## src/rtl/mmu_pkg.sv

```systemverilog
// Shared geometry, TLB entry layout and MMU register bit positions for the
// vc16 second-generation MMU (split I/D fully associative TLBs).
package mmu_pkg;

    // Geometry: PAGE_BITS >= 4 + ASID_W, NTLB a power of 2 and >= 2, VA <= RV.
    localparam int RV        = 16;
    localparam int VA        = RV;
    localparam int PA        = RV;
    localparam int PAGE_BITS = VA - 3;
    localparam int NTLB      = 8;
    localparam int ASID_W    = 4;

    localparam int WB    = RV / 16;
    localparam int VPN_W = VA - PAGE_BITS;
    localparam int PPN_W = PA - PAGE_BITS;
    localparam int IDX_W = $clog2(NTLB);

    localparam int REG_ENTRY    = 0;
    localparam int REG_VALID    = 1;
    localparam int REG_PERM     = 2;
    localparam int REG_GLOBAL   = 3;
    localparam int REG_ASID_LSB = 4;
    localparam int REG_TYPE     = 1;
    localparam int REG_SUP      = 2;
    localparam int REG_INS      = 3;

    localparam int INV_UD = 0;
    localparam int INV_UI = 1;
    localparam int INV_SD = 2;
    localparam int INV_SI = 3;

    typedef logic [VPN_W-1:0]  vpn_t;
    typedef logic [PPN_W-1:0]  ppn_t;
    typedef logic [ASID_W-1:0] asid_t;
    typedef logic [IDX_W-1:0]  idx_t;

    typedef struct packed {
        logic  valid;
        logic  sup;
        logic  glob;
        logic  perm;
        asid_t asid;
        vpn_t  vpn;
        ppn_t  ppn;
    } entry_t;

    typedef struct packed {
        vpn_t  vpn;
        asid_t asid;
        logic  ins;
        logic  sup;
        logic  miss;
    } fault_t;

    function automatic idx_t lowest_index(input logic [NTLB-1:0] vec);
        lowest_index = '0;
        for (int i = NTLB - 1; i >= 0; i--) begin
            if (vec[i]) lowest_index = idx_t'(i);
        end
    endfunction

endpackage

```

## src/rtl/tlb_bank.sv

```systemverilog
// One fully associative TLB: combinational lookup with lowest-index priority,
// single-cycle invalidate, and refill into a matching tag or the round-robin slot.
module tlb_bank
    import mmu_pkg::*;
(
    input  logic  clk,
    input  logic  reset,
    input  vpn_t  lookup_vpn,
    input  logic  lookup_sup,
    input  asid_t asid,
    output logic  hit,
    output ppn_t  hit_ppn,
    output logic  hit_perm,
    input  logic  inv_sup,
    input  logic  inv_user,
    input  logic  inv_asid_only,
    input  logic  refill,
    input  logic  refill_sup,
    input  vpn_t  refill_vpn,
    input  asid_t refill_asid,
    input  ppn_t  refill_ppn,
    input  logic  refill_valid,
    input  logic  refill_perm,
    input  logic  refill_glob
);

    entry_t           tlb [NTLB];
    idx_t             rr_ptr;
    logic [NTLB-1:0]  hit_vec;
    logic [NTLB-1:0]  tag_vec;
    idx_t             hit_idx;
    idx_t             refill_idx;
    logic             tag_hit;

    always_comb begin
        // NOTE: vectors get a default before the loop so no latch is inferred.
        hit_vec = '0;
        tag_vec = '0;
        for (int i = 0; i < NTLB; i++) begin
            hit_vec[i] = tlb[i].valid && (tlb[i].vpn == lookup_vpn) && (tlb[i].sup == lookup_sup)
                         && (tlb[i].glob || (tlb[i].asid == asid));
            tag_vec[i] = (tlb[i].sup == refill_sup) && (tlb[i].vpn == refill_vpn)
                         && (tlb[i].asid == refill_asid);
        end
    end

    assign hit        = |hit_vec;
    assign hit_idx    = lowest_index(hit_vec);
    assign hit_ppn    = hit ? tlb[hit_idx].ppn : '0;
    assign hit_perm   = hit & tlb[hit_idx].perm;
    assign tag_hit    = |tag_vec;
    assign refill_idx = tag_hit ? lowest_index(tag_vec) : rr_ptr;

    // NOTE: state is assigned with <= so every entry sees pre-edge values.
    // NOTE: only valid and tag fields are reset; ppn/perm are payload gated by valid.
    always_ff @(posedge clk or posedge reset) begin
        if (reset) begin
            rr_ptr <= '0;
            for (int i = 0; i < NTLB; i++) begin
                tlb[i].valid <= 1'b0;
                tlb[i].sup   <= 1'b0;
                tlb[i].glob  <= 1'b0;
                tlb[i].asid  <= '0;
                tlb[i].vpn   <= '0;
            end
        end else if (inv_sup || inv_user) begin
            for (int i = 0; i < NTLB; i++) begin
                if ((tlb[i].sup ? inv_sup : inv_user)
                    && !(inv_asid_only && (tlb[i].glob || (tlb[i].asid != asid))))
                    tlb[i].valid <= 1'b0;
            end
        end else if (refill) begin
            tlb[refill_idx] <= '{valid: refill_valid, sup: refill_sup, glob: refill_glob,
                                 perm: refill_perm, asid: refill_asid, vpn: refill_vpn,
                                 ppn: refill_ppn};
            if (!tag_hit) rr_ptr <= rr_ptr + 1'b1;
        end
    end

endmodule

```

## src/rtl/mmu_tlb.sv

```systemverilog
// vc16 MMU top: I and D TLB lookup, fault detection, fault register capture and
// the single software register used for refill and fault-state restore.
module mmu_tlb
    import mmu_pkg::*;
(
    input  logic              clk,
    input  logic              reset,
    input  logic              is_pc,
    input  logic              is_read,
    input  logic              is_write,
    input  logic              mmu_enable,
    input  logic              mmu_d_proxy,
    input  logic              supmode,
    input  logic [ASID_W-1:0] asid,
    input  logic [VA-1:WB]    pcv,
    input  logic [VA-1:WB]    addrv,
    output logic [PA-1:WB]    pcp,
    output logic [PA-1:WB]    addrp,
    output logic              mmu_miss_fault,
    output logic              mmu_prot_fault,
    input  logic              mmu_fault,
    input  logic [3:0]        inv_mmu,
    input  logic              inv_asid_only,
    input  logic              reg_write,
    input  logic [RV-1:0]     reg_data,
    output logic [RV-1:0]     reg_read
);

    fault_t fault_q;
    logic   sup_d;
    vpn_t   vpn_i, vpn_d;
    logic   i_hit, d_hit, i_perm, d_perm;
    ppn_t   i_ppn, d_ppn;
    logic   i_miss, d_miss;
    logic   do_inv, do_reg, refill_i, refill_d;
    logic   unused_reg_bits;

    assign sup_d  = supmode & ~(mmu_d_proxy & ~is_pc);
    assign vpn_i  = pcv[VA-1:PAGE_BITS];
    assign vpn_d  = addrv[VA-1:PAGE_BITS];

    // A committed fault blocks invalidate and register writes that cycle.
    assign do_inv   = ~mmu_fault & (|inv_mmu);
    assign do_reg   = ~mmu_fault & ~(|inv_mmu) & reg_write;
    assign refill_i = do_reg & reg_data[REG_ENTRY] & fault_q.ins;
    assign refill_d = do_reg & reg_data[REG_ENTRY] & ~fault_q.ins;

    assign unused_reg_bits = ^(reg_data >> (REG_ASID_LSB + ASID_W));

    tlb_bank u_itlb (
        .clk           (clk),
        .reset         (reset),
        .lookup_vpn    (vpn_i),
        .lookup_sup    (supmode),
        .asid          (asid),
        .hit           (i_hit),
        .hit_ppn       (i_ppn),
        .hit_perm      (i_perm),
        .inv_sup       (do_inv & inv_mmu[INV_SI]),
        .inv_user      (do_inv & inv_mmu[INV_UI]),
        .inv_asid_only (inv_asid_only),
        .refill        (refill_i),
        .refill_sup    (fault_q.sup),
        .refill_vpn    (fault_q.vpn),
        .refill_asid   (fault_q.asid),
        .refill_ppn    (reg_data[RV-1 -: PPN_W]),
        .refill_valid  (reg_data[REG_VALID]),
        .refill_perm   (reg_data[REG_PERM]),
        .refill_glob   (reg_data[REG_GLOBAL])
    );

    tlb_bank u_dtlb (
        .clk           (clk),
        .reset         (reset),
        .lookup_vpn    (vpn_d),
        .lookup_sup    (sup_d),
        .asid          (asid),
        .hit           (d_hit),
        .hit_ppn       (d_ppn),
        .hit_perm      (d_perm),
        .inv_sup       (do_inv & inv_mmu[INV_SD]),
        .inv_user      (do_inv & inv_mmu[INV_UD]),
        .inv_asid_only (inv_asid_only),
        .refill        (refill_d),
        .refill_sup    (fault_q.sup),
        .refill_vpn    (fault_q.vpn),
        .refill_asid   (fault_q.asid),
        .refill_ppn    (reg_data[RV-1 -: PPN_W]),
        .refill_valid  (reg_data[REG_VALID]),
        .refill_perm   (reg_data[REG_PERM]),
        .refill_glob   (reg_data[REG_GLOBAL])
    );

    always_comb begin
        pcp   = '0;
        addrp = '0;
        if (mmu_enable) begin
            pcp   = {i_ppn, pcv[PAGE_BITS-1:WB]};
            addrp = {d_ppn, addrv[PAGE_BITS-1:WB]};
        end else begin
            pcp[VA-1:WB]   = pcv;
            addrp[VA-1:WB] = addrv;
        end
    end

    assign i_miss         = is_pc & ~i_hit;
    assign d_miss         = (is_read | is_write) & ~d_hit;
    assign mmu_miss_fault = mmu_enable & (i_miss | d_miss);
    assign mmu_prot_fault = mmu_enable & ((is_write & d_hit & ~d_perm) | (is_pc & i_hit & ~i_perm));

    always_ff @(posedge clk or posedge reset) begin
        if (reset) begin
            fault_q <= '0;
        end else if (mmu_fault) begin
            fault_q <= '{vpn: i_miss ? vpn_i : vpn_d, asid: asid, ins: is_pc,
                         sup: sup_d, miss: mmu_miss_fault};
        end else if (do_reg && !reg_data[REG_ENTRY]) begin
            fault_q <= '{vpn: reg_data[VA-1:PAGE_BITS], asid: reg_data[REG_ASID_LSB +: ASID_W],
                         ins: reg_data[REG_INS], sup: reg_data[REG_SUP], miss: reg_data[REG_TYPE]};
        end
    end

    always_comb begin
        reg_read                           = '0;
        reg_read[RV-1 -: VPN_W]            = fault_q.vpn;
        reg_read[REG_ASID_LSB +: ASID_W]   = fault_q.asid;
        reg_read[REG_INS]                  = fault_q.ins;
        reg_read[REG_SUP]                  = fault_q.sup;
        reg_read[REG_TYPE]                 = fault_q.miss;
    end

endmodule
```

## config.mk

```make
export PLATFORM = sky130hd
export DESIGN_NAME = mmu_tlb
export DESIGN_NICKNAME = d
export VERILOG_FILES = /design/src/rtl/mmu_pkg.sv /design/src/rtl/tlb_bank.sv /design/src/rtl/mmu_tlb.sv
export SDC_FILE = /design/constraint.sdc
export NUM_CORES = 1
export LEC_CHECK = 0
export ABC_AREA = 1
export BUFFER_PORTS_ARGS = -buffer_cell sky130_fd_sc_hd__buf_2
export CORE_MARGIN = 2
export CORE_UTILIZATION = 30
export DETAILED_ROUTE_END_ITERATION = 10
export GPL_ROUTABILITY_DRIVEN = 0
export PLACE_DENSITY_LB_ADDON = 0.3
export SLEW_MARGIN = 20
export SYNTH_ARGS = -nofsm -noshare
export SYNTH_HDL_FRONTEND = slang
export SYNTH_SLANG_ARGS = --single-unit
export TNS_END_PERCENT = 30
```

## constraint.sdc

```tcl
create_clock -name clk -period 9.1 [get_ports clk]
set_input_delay 0.91 -clock clk [delete_from_list [all_inputs] [get_ports clk]]
set_output_delay 0.91 -clock clk [all_outputs]
set_load 0.03 [all_outputs]
```

==> flow_summary.toml, run 1 <==
[outcome]
status = "finished clean"

[sta]
maxSlewViolCount = 0
setup_tns_ns = 0
setup_ws_ns = 4.35
worst_pin_slew_ns = 0.948
relSlewSlack = 0.368
clock_skew_ns = 0.0127
hold-worst-slack_ns = 0.505
period_minus_slack_ns = 4.75
max_freq_ghz = 0.210
rsz0062_at_grt = "false"
hold_viol = 0
setup_viol = 0
timing.final.crit_share = 0.522

[die]
io_pins = 113
std_cell_rows = 79
core_area_sq_um = 46500
start_util = 0.304
die-area_sq_um = 48800
die_h_um = 221
dieWidth_um = 221

[place]
hpwlAfterDp_um = 27900
dp_cells = 2275
dp_slack_ns = 4.36
port_buffers = 53
dpl_cell_area_sq_um = 14300

[finish]
nets = 1766
syn_to_final_growth_pct = 8.35
instances_no_fill = 2330
drive_above_1_share = 0.108
fin_area_sq_um = 15300
fillers = 4833

[synth]
synth.distinct_cells = 53
synth_top_area_share = 0.312
ys.flop_type = "dfrtp_1"
synthTopCellsByArea = "dfrtp_1 31%, edfxtp_1 14%, nand2_1 13%, xnor2_1 6.0%, o21ai_1 5.7%"
synth_top_area_cell = "dfrtp_1"
synth_edf_count = 64
seq_area_frac_synth = 0.448
syn_inst = 1721
synth_seq_cells = 240
yosys_warnings = 0
synthArstFlopShare = 0.733
synth_area_sq_um = 14100
avgSynthCellArea_sq_um = 8.20

[worst_hold_path]
hold_class = "register to register"

[grt]
grt_max_degree = 100
grt_pass1_wl_um = 64000
antenna_found_initial = 4
grt_remaining_overflow = 0
grt_util_all_layers = 0.165
grt_pass1_vias = 10900

[cts]
cts-buffers-inserted = 29
ctsHtreeMaxLevel = 1
clk_pin_slew_ns = 0.06
clk_latency_ns = 0.55
cts_sinks = 240
ctsHoldBuffers = 0
cts_tree = "built"
clock_path_buffers = 3
cts_root_buf = "clkbuf_16"
cts_setup_buffers = 0
cts_resized = 0

[routing]
wire_per_inst_um = 17.6
antenna_left = 0
first_pass_iters = 6
drt-vias-per-instance = 4.90
drc_errors = 0
vias = 11400
drt_iter0_markers = 922
drt_wl_total_um = 41100

[critical_path]
cpMaxStageDelayCell = "buf_2"
worstSetupStartpointType = "primary input"
cp_cell_sequence = "buf_2, nand2_1, nand2_1, nor2_1, nand2_1, nand2_1, nand2_1, clkinv_1, nand2_1, nand2_1, nand2_1, nand2_1, nand2_1, nand2_2, nand2_2, clkinv_1, nand2_1, nand3_1, nand2_1, nand2_1, nand3_1, o21ai_0, buf_2"
crit_family = "simple AND/OR/NAND/NOR gates"
max_stage_delay_ns = 0.50
required_ns = 8.19
cp_max_fo = 20
crit_type = "primary input to output port"
cp-end-kind = "output port"
cpMostUsedCell = "nand2_1"
critPathBufInv = 4
worstPathArrival_ns = 3.84

[power_and_ir_drop]
power_density_nw_per_um2 = 171
ir_drop_mv = 0.120
p_leak_uw = 0.00653

[flow_run]
drv_cap = 0
-- worst min-delay path, stage by stage (launching register included) --
cell	delay [ns]
dfrtp_1	0.35
nand2_1	0.07
o21ai_2	0.05
-- cell usage in the layout, fill, tap and decap left out, types with 4 or more instances in the layout --
master	n
nand2_1	477
dfrtp_1	176
o21ai_1	160
inv_1	110
nand3_1	100
xnor2_1	97
nor2_1	89
xor2_1	64
edfxtp_1	64
buf_2	53
o21ai_0	43
nand4_1	38
clkbuf_16	29
a21oi_1	26
inv_2	22
nor3_1	19
o211ai_1	18
nand2_2	15
clkinv_2	10
buf_4	9
o22ai_1	8
or2_1	7
nor4_1	6
a211oi_1	6
conb_1	6
o21ai_2	5
inv_4	4
nor3_2	4
nand3_2	4
inv_6	4
clkbuf_8	4
clkbuf_1	4
-- cell usage after synthesis (5+ instances only) --
cell / number
nand2_1: 477
o211ai_1: 18
nand3_1: 100
a21oi_1: 26
nor4_1: 6
inv_1: 111
clkbuf_1: 17
o21ai_1: 160
o22ai_1: 8
nor2_1: 89
xnor2_1: 97
dfrtp_1: 176
o21ai_0: 43
o21ai_2: 5
or2_1: 7
a211oi_1: 6
buf_6: 28
nor3_1: 19
buf_2: 30
inv_2: 22
buf_4: 43
nand4_1: 38
xor2_1: 64
edfxtp_1: 64
nand2_2: 15
-- per-stage QoR --
step                utilization  power [uW]
floorplan                     -        1420
detailed placement        0.309        1490
CTS                       0.329        2630
global route              0.329        2710
global placement          0.309        1480
finish                    0.329        2610
-- per-layer routing --
metal  vias up  part of all wire  global-route usage
met4         6             0.020              0.0403
li1       5538                 -                   -
met3        73             0.062              0.0305
met2       333              0.43               0.257
met5         -           0.00083                   0
met1      5476              0.48               0.237
-- final timing paths --
path	from	to	slack, ns	depth (start not counted)
max in group asynchronous	reset	u_itlb.tlb[78]	7.08	3
setup / recovery	asid[3]	addrp[13]	4.35	23
hold / removal	u_itlb.tlb[25]	u_itlb.tlb[25]	0.51	2
setup reg to reg	reg_read[4]	u_itlb.tlb[94]	4.92	13
hold reg to reg	u_itlb.tlb[25]	u_itlb.tlb[25]	0.51	2
min in group asynchronous	reset	reg_read[1]	0.73	2
-- power by group --
group / total [uW] / internal [uW] / switching [uW] / leakage [uW]
Combinational: 319 / 90.6 / 229 / 0.00308
Clock: 1140 / 675 / 465 / 0.000468
Sequential: 1150 / 1130 / 23.2 / 0.00298
Total: 2610 / 1890 / 717 / 0.00653
-- layout make-up --
cell class                 instances  area [sq um]  area share
antenna                            1          2.50    0.000164
timing repair buffer              63           344      0.0225
clock inverter                    17           150     0.00982
clock buffer                      37           796      0.0520
multi-input combinational       1225          6370       0.417
inverter                         140           546      0.0357
tap                              607           759      0.0497
sequential                       240          6330       0.414
-- cells by family (layout without fill, tap and decap cells) --
group	after synthesis	count (layout)	share of synthesized area
and+or+nand+nor	778	778	0.238
adders and majority gates	2	2	0.00177
xor gates and xnor gates	161	161	0.0999
DFF	240	240	0.448
buffers and inverters	261	257	0.102
AOI/OAI and AO/OA	278	278	0.110
other	1	7	0.000266
-- sequential cells by signal, summed over array words and instances (netlist names) --
name	flops
u_dtlb.tlb	112
u_itlb.tlb	112
reg_read	10
u_itlb.rr_ptr	3
u_dtlb.rr_ptr	3
(Power assumes the default switching activity.)
==> run 2, diff against run 1 <==
==> constraint.sdc (replaced) <==
create_clock -name clk -period 4.44 [get_ports clk]
set_input_delay 0.444 -clock clk [delete_from_list [all_inputs] [get_ports clk]]
set_output_delay 0.444 -clock clk [all_outputs]
set_load 0.03 [all_outputs]
==> flow_summary.toml, run 2 (synthesized netlist as in run 1, its figures left out) <==
[outcome]
status = "finished clean"

[finish]
syn_to_final_growth_pct = 9.51
drive_above_1_share = 0.116
final_util = 0.333
antenna_cells = 0
mostFrequentLayoutCells = "477 x nand2_1, 176 x dfrtp_1, 160 x o21ai_1"
layout_commonest_cell = "nand2_1"
nets = 1781

[cts]
cts_setup_buffers = 0
cts_sinks = 240
cts-buffers-inserted = 29
ctsHtreeMaxLevel = 1
cts_resized = 0
clk_pin_slew_ns = 0.06
clock_path_buffers = 3
ctsHoldBuffers = 0
clk_latency_ns = 0.57
cts_tree = "built"
cts_root_buf = "clkbuf_16"

[power_and_ir_drop]
power_uw = 5510
p_leak_uw = 0.00661
ir_drop_mv = 0.297
power_density_nw_per_um2 = 357

[routing]
drt_wl_total_um = 42100
antenna_left = 0
wire_per_inst_um = 17.9
drt-vias-per-instance = 4.90
drt_iter0_markers = 1037
drc_errors = 0
vias = 11500
first_pass_iters = 5

[critical_path]
reg2reg_depth = 13
reg2reg_to = "u_itlb.tlb[99]"
r2r_start = "reg_read[7]"
crit_type = "register to output port"
worstSetupStartpointType = "register"
cp-end-kind = "output port"
required_ns = 4.00
cp_max_fo = 20
reg2reg_slack_ns = 1.05
worstPathArrival_ns = 3.34

[sta]
clock_skew_ns = 0.0147
hold_viol = 0
maxSlewViolCount = 0
relSlewSlack = 0.368
setup_tns_ns = 0
worst_pin_slew_ns = 0.947
period_minus_slack_ns = 3.78
timing.final.crit_share = 0.852
setup_viol = 0
hold-worst-slack_ns = 0.117
rsz0062_at_grt = "false"
max_freq_ghz = 0.264

[place]
port_buffers = 53
hpwlAfterDp_um = 28800

[die]
dieWidth_um = 221
start_util = 0.304
io_pins = 113
die_h_um = 221
core_area_sq_um = 46500
die-area_sq_um = 48800
std_cell_rows = 79

[grt]
grt_util_all_layers = 0.171
grt_pass1_wl_um = 65600
grt_remaining_overflow = 0
grt_max_degree = 93
antenna_found_initial = 2
grt_pass1_vias = 10900

[worst_hold_path]
hold_class = "primary input to asynchronous set/reset pin"

[flow_run]
drv_cap = 0
-- run 2: changes by cell type in the layout (fill, tap and decap cells not counted), moves of 3 or more --
cell / change
buf_4: +15
bufinv_16: +3
clkbuf_1: -3
clkbuf_8: -4
clkinv_1: +3
-- run 2: worst max-delay path by stage --
stage	endpoint	slack, ns	cells past startpoint	start
after floorplan	reg_read[13]	1.30	3	reset
after global placement	addrp[13]	0.74	23	asid[1]
after detailed placement	addrp[14]	0.71	22	asid[1]
after CTS	addrp[14]	0.65	22	u_dtlb.tlb[8]
after global routing	addrp[13]	0.27	23	u_dtlb.tlb[9]
final	addrp[14]	0.66	22	u_dtlb.tlb[8]
-- run 2: stage by stage --
step                worst slack [ns]  std cells  cell area, sq um
floorplan                       1.30       1726             14100
global placement               0.744       2290             14500
detailed placement             0.705       2290             14500
CTS                            0.654       2344             15500
global route                   0.272       2344             15500
finish                         0.657       2344             15500
-- run 2: area by class of cell --
type / count / area [sq um]
multi-input cells: 1225 / 6370
fillers: 4865 / 31000
repair buffers: 78 / 465
clock inverters: 24 / 263
clock buffers: 30 / 729
flip-flops and latches: 240 / 6330
inverters: 140 / 544
well taps: 607 / 759
-- run 2: worst max-delay path, cell delays in order, from the launching register on --
cell,delay [ns]
dfrtp_1,0.41
inv_1,0.08
nand2_1,0.05
nand2_1,0.09
nor2_1,0.05
nand2_1,0.14
nand2_1,0.07
nand2_1,0.10
clkinv_1,0.07
nand2_1,0.05
nand2_1,0.04
nand2_1,0.05
nand2_1,0.05
nand2_1,0.08
nand2_2,0.11
nand2_2,0.32
clkinv_1,0.33
nand2_1,0.12
nand3_1,0.08
nand3_1,0.11
nand2_1,0.06
o21ai_1,0.11
buf_2,0.20
-- run 2: per-layer routing --
metal	global-route usage	wire, um	share of wire	up-vias
li1	-	-	-	5574
met1	0.257	20200	0.48	5470
met2	0.256	17800	0.42	374
met3	0.0256	3240	0.077	61
met4	0.0388	775	0.018	4
met5	0	21	0.00050	-
-- run 2: where the power goes --
part	switching (uW)	internal, uW
Clock	1000	1490
Sequential	47.5	2310
Combinational	470	193
Total	1520	3990
==> run 3, diff against run 2 <==
--- a/config.mk
+++ b/config.mk
@@ -8,7 +8,7 @@
 export ABC_AREA = 1
 export BUFFER_PORTS_ARGS = -buffer_cell sky130_fd_sc_hd__buf_2
 export CORE_MARGIN = 2
-export CORE_UTILIZATION = 30
+export CORE_UTILIZATION = 45
 export DETAILED_ROUTE_END_ITERATION = 10
 export GPL_ROUTABILITY_DRIVEN = 0
 export PLACE_DENSITY_LB_ADDON = 0.3
==> flow_summary.toml, run 3 (synthesized netlist as in run 1, its figures left out) <==
[outcome]
status = "finished clean"

[flow_run]
drv_cap = 0

[die]
dieWidth_um = 181
die_h_um = 181
std_cell_rows = 64
io_pins = 113
die-area_sq_um = 32800
core_area_sq_um = 30700
start_util = 0.459

[sta]
clock_skew_ns = 0.0154
setup_viol = 0
setup_tns_ns = 0
period_minus_slack_ns = 3.78
hold_viol = 0
maxSlewViolCount = 0
max_freq_ghz = 0.264
rsz0062_at_grt = "false"
timing.final.crit_share = 0.852
worst_pin_slew_ns = 0.875
relSlewSlack = 0.416

[power_and_ir_drop]
power_density_nw_per_um2 = 352
power_uw = 5330
ir_drop_mv = 0.331
p_leak_uw = 0.00661

[place]
hpwlAfterDp_um = 27600
port_buffers = 53

[grt]
grt_pass1_wl_um = 62900
grt_remaining_overflow = 0
grt_pass1_vias = 11100
grt_util_all_layers = 0.245
grt_max_degree = 84
antenna_found_initial = 0

[critical_path]
cpMaxStageDelayCell = "dfrtp_1"
cp_max_fo = 20
cp_cell_sequence = "xor2_1, nor4_1, nand4_1, nand2_1, nand2_2, nand2_2, clkinv_1, nand2_1, nand3_1, nand3_1, nand2_1, o21ai_1, buf_2"
cpMostUsedCell = "nand2_1"
cp-end-kind = "output port"
worstPathArrival_ns = 3.34
required_ns = 4.00
crit_type = "register to output port"
worstSetupStartpointType = "register"
max_stage_delay_ns = 0.41

[routing]
wire_per_inst_um = 18.8
vias = 11700
first_pass_iters = 5
antenna_left = 0
drt_iter0_markers = 1234
drc_errors = 0
drt-vias-per-instance = 5.48
drt_wl_total_um = 40200

[cts]
ctsHtreeMaxLevel = 1
cts_sinks = 240
cts-buffers-inserted = 28
clock_path_buffers = 3
cts_setup_buffers = 0
cts_resized = 0
cts_root_buf = "clkbuf_16"
ctsHoldBuffers = 0
cts_tree = "built"
clk_latency_ns = 0.55
clk_pin_slew_ns = 0.06

[finish]
nets = 1786
mostFrequentLayoutCells = "477 x nand2_1, 176 x dfrtp_1, 160 x o21ai_1"
layout_commonest_cell = "nand2_1"
drive_above_1_share = 0.113
syn_to_final_growth_pct = 7.37
antenna_cells = 0

[worst_hold_path]
hold_class = "primary input to register"
## run 3: cell count changes in the layout (fill, tap and decap cells not counted), sizes merged
| cell | delta |
|---|---|
| clkbuf | +9 |
| buf | +6 |
| clkinv | -4 |
| clkinvlp | -4 |
| bufinv | -2 |
| inv | -1 |
## run 3: worst max-delay path, delay by kind of cell, from the launching register on
kind                      cells  cell delay [ns]
and+or+nand+nor               9             1.52
AOI/OAI and AO/OA             1             0.13
DFF                           1             0.41
xor gates and xnor gates      1             0.18
buffers and inverters         2             0.54
## run 3: area by class of cell
| type | instances | area (sq um) |
|---|---|---|
| clock buffer | 39 | 773 |
| sequential | 240 | 6330 |
| fill | 2997 | 15600 |
| timing repair buffer | 84 | 510 |
| tap | 396 | 495 |
| inverter | 140 | 544 |
| multi-input combinational | 1225 | 6370 |
| clock inverter | 13 | 135 |
## run 3: final timing paths
check,start,endpoint,slack [ns],cells past startpoint
max,u_dtlb.tlb[75],addrp[14],0.66,13
min,reg_data[7],reg_read[7],0.23,3
max reg2reg,reg_read[13],u_dtlb.tlb[71],0.90,13
min reg2reg,u_itlb.tlb[25],u_itlb.tlb[25],0.51,2
max in group asynchronous,reset,u_itlb.tlb[36],3.25,3
min in group asynchronous,reset,reg_read[14],0.27,2
## run 3: layer usage
metal	global-route usage	routed length [um]
met1	0.345	17600
met2	0.394	18500
met3	0.0288	2820
met4	0.0849	1320
met5	0	0
## run 3: power by group
part,switching [uW],internal (uW)
registers,49.2,2310
clock network,927,1380
logic,467,198
total,1440,3890
## run 3: through the flow
step | cell area [sq um] | hold slack [ns] | instances | util | setup slack [ns]
6_report | 15200 | 0.233 | 2137 | 0.493 | 0.655
5_1_grt | 15200 | 0.240 | 2137 | 0.493 | 0.354
4_1_cts | 15200 | 0.208 | 2137 | 0.493 | 0.688
3_5_place_dp | 14200 | 0.491 | 2085 | 0.463 | 0.763
3_3_place_gp | 14200 | 0.485 | 2085 | 0.463 | 0.746
2_1_floorplan | 14100 | 0.469 | 1726 | - | 1.30
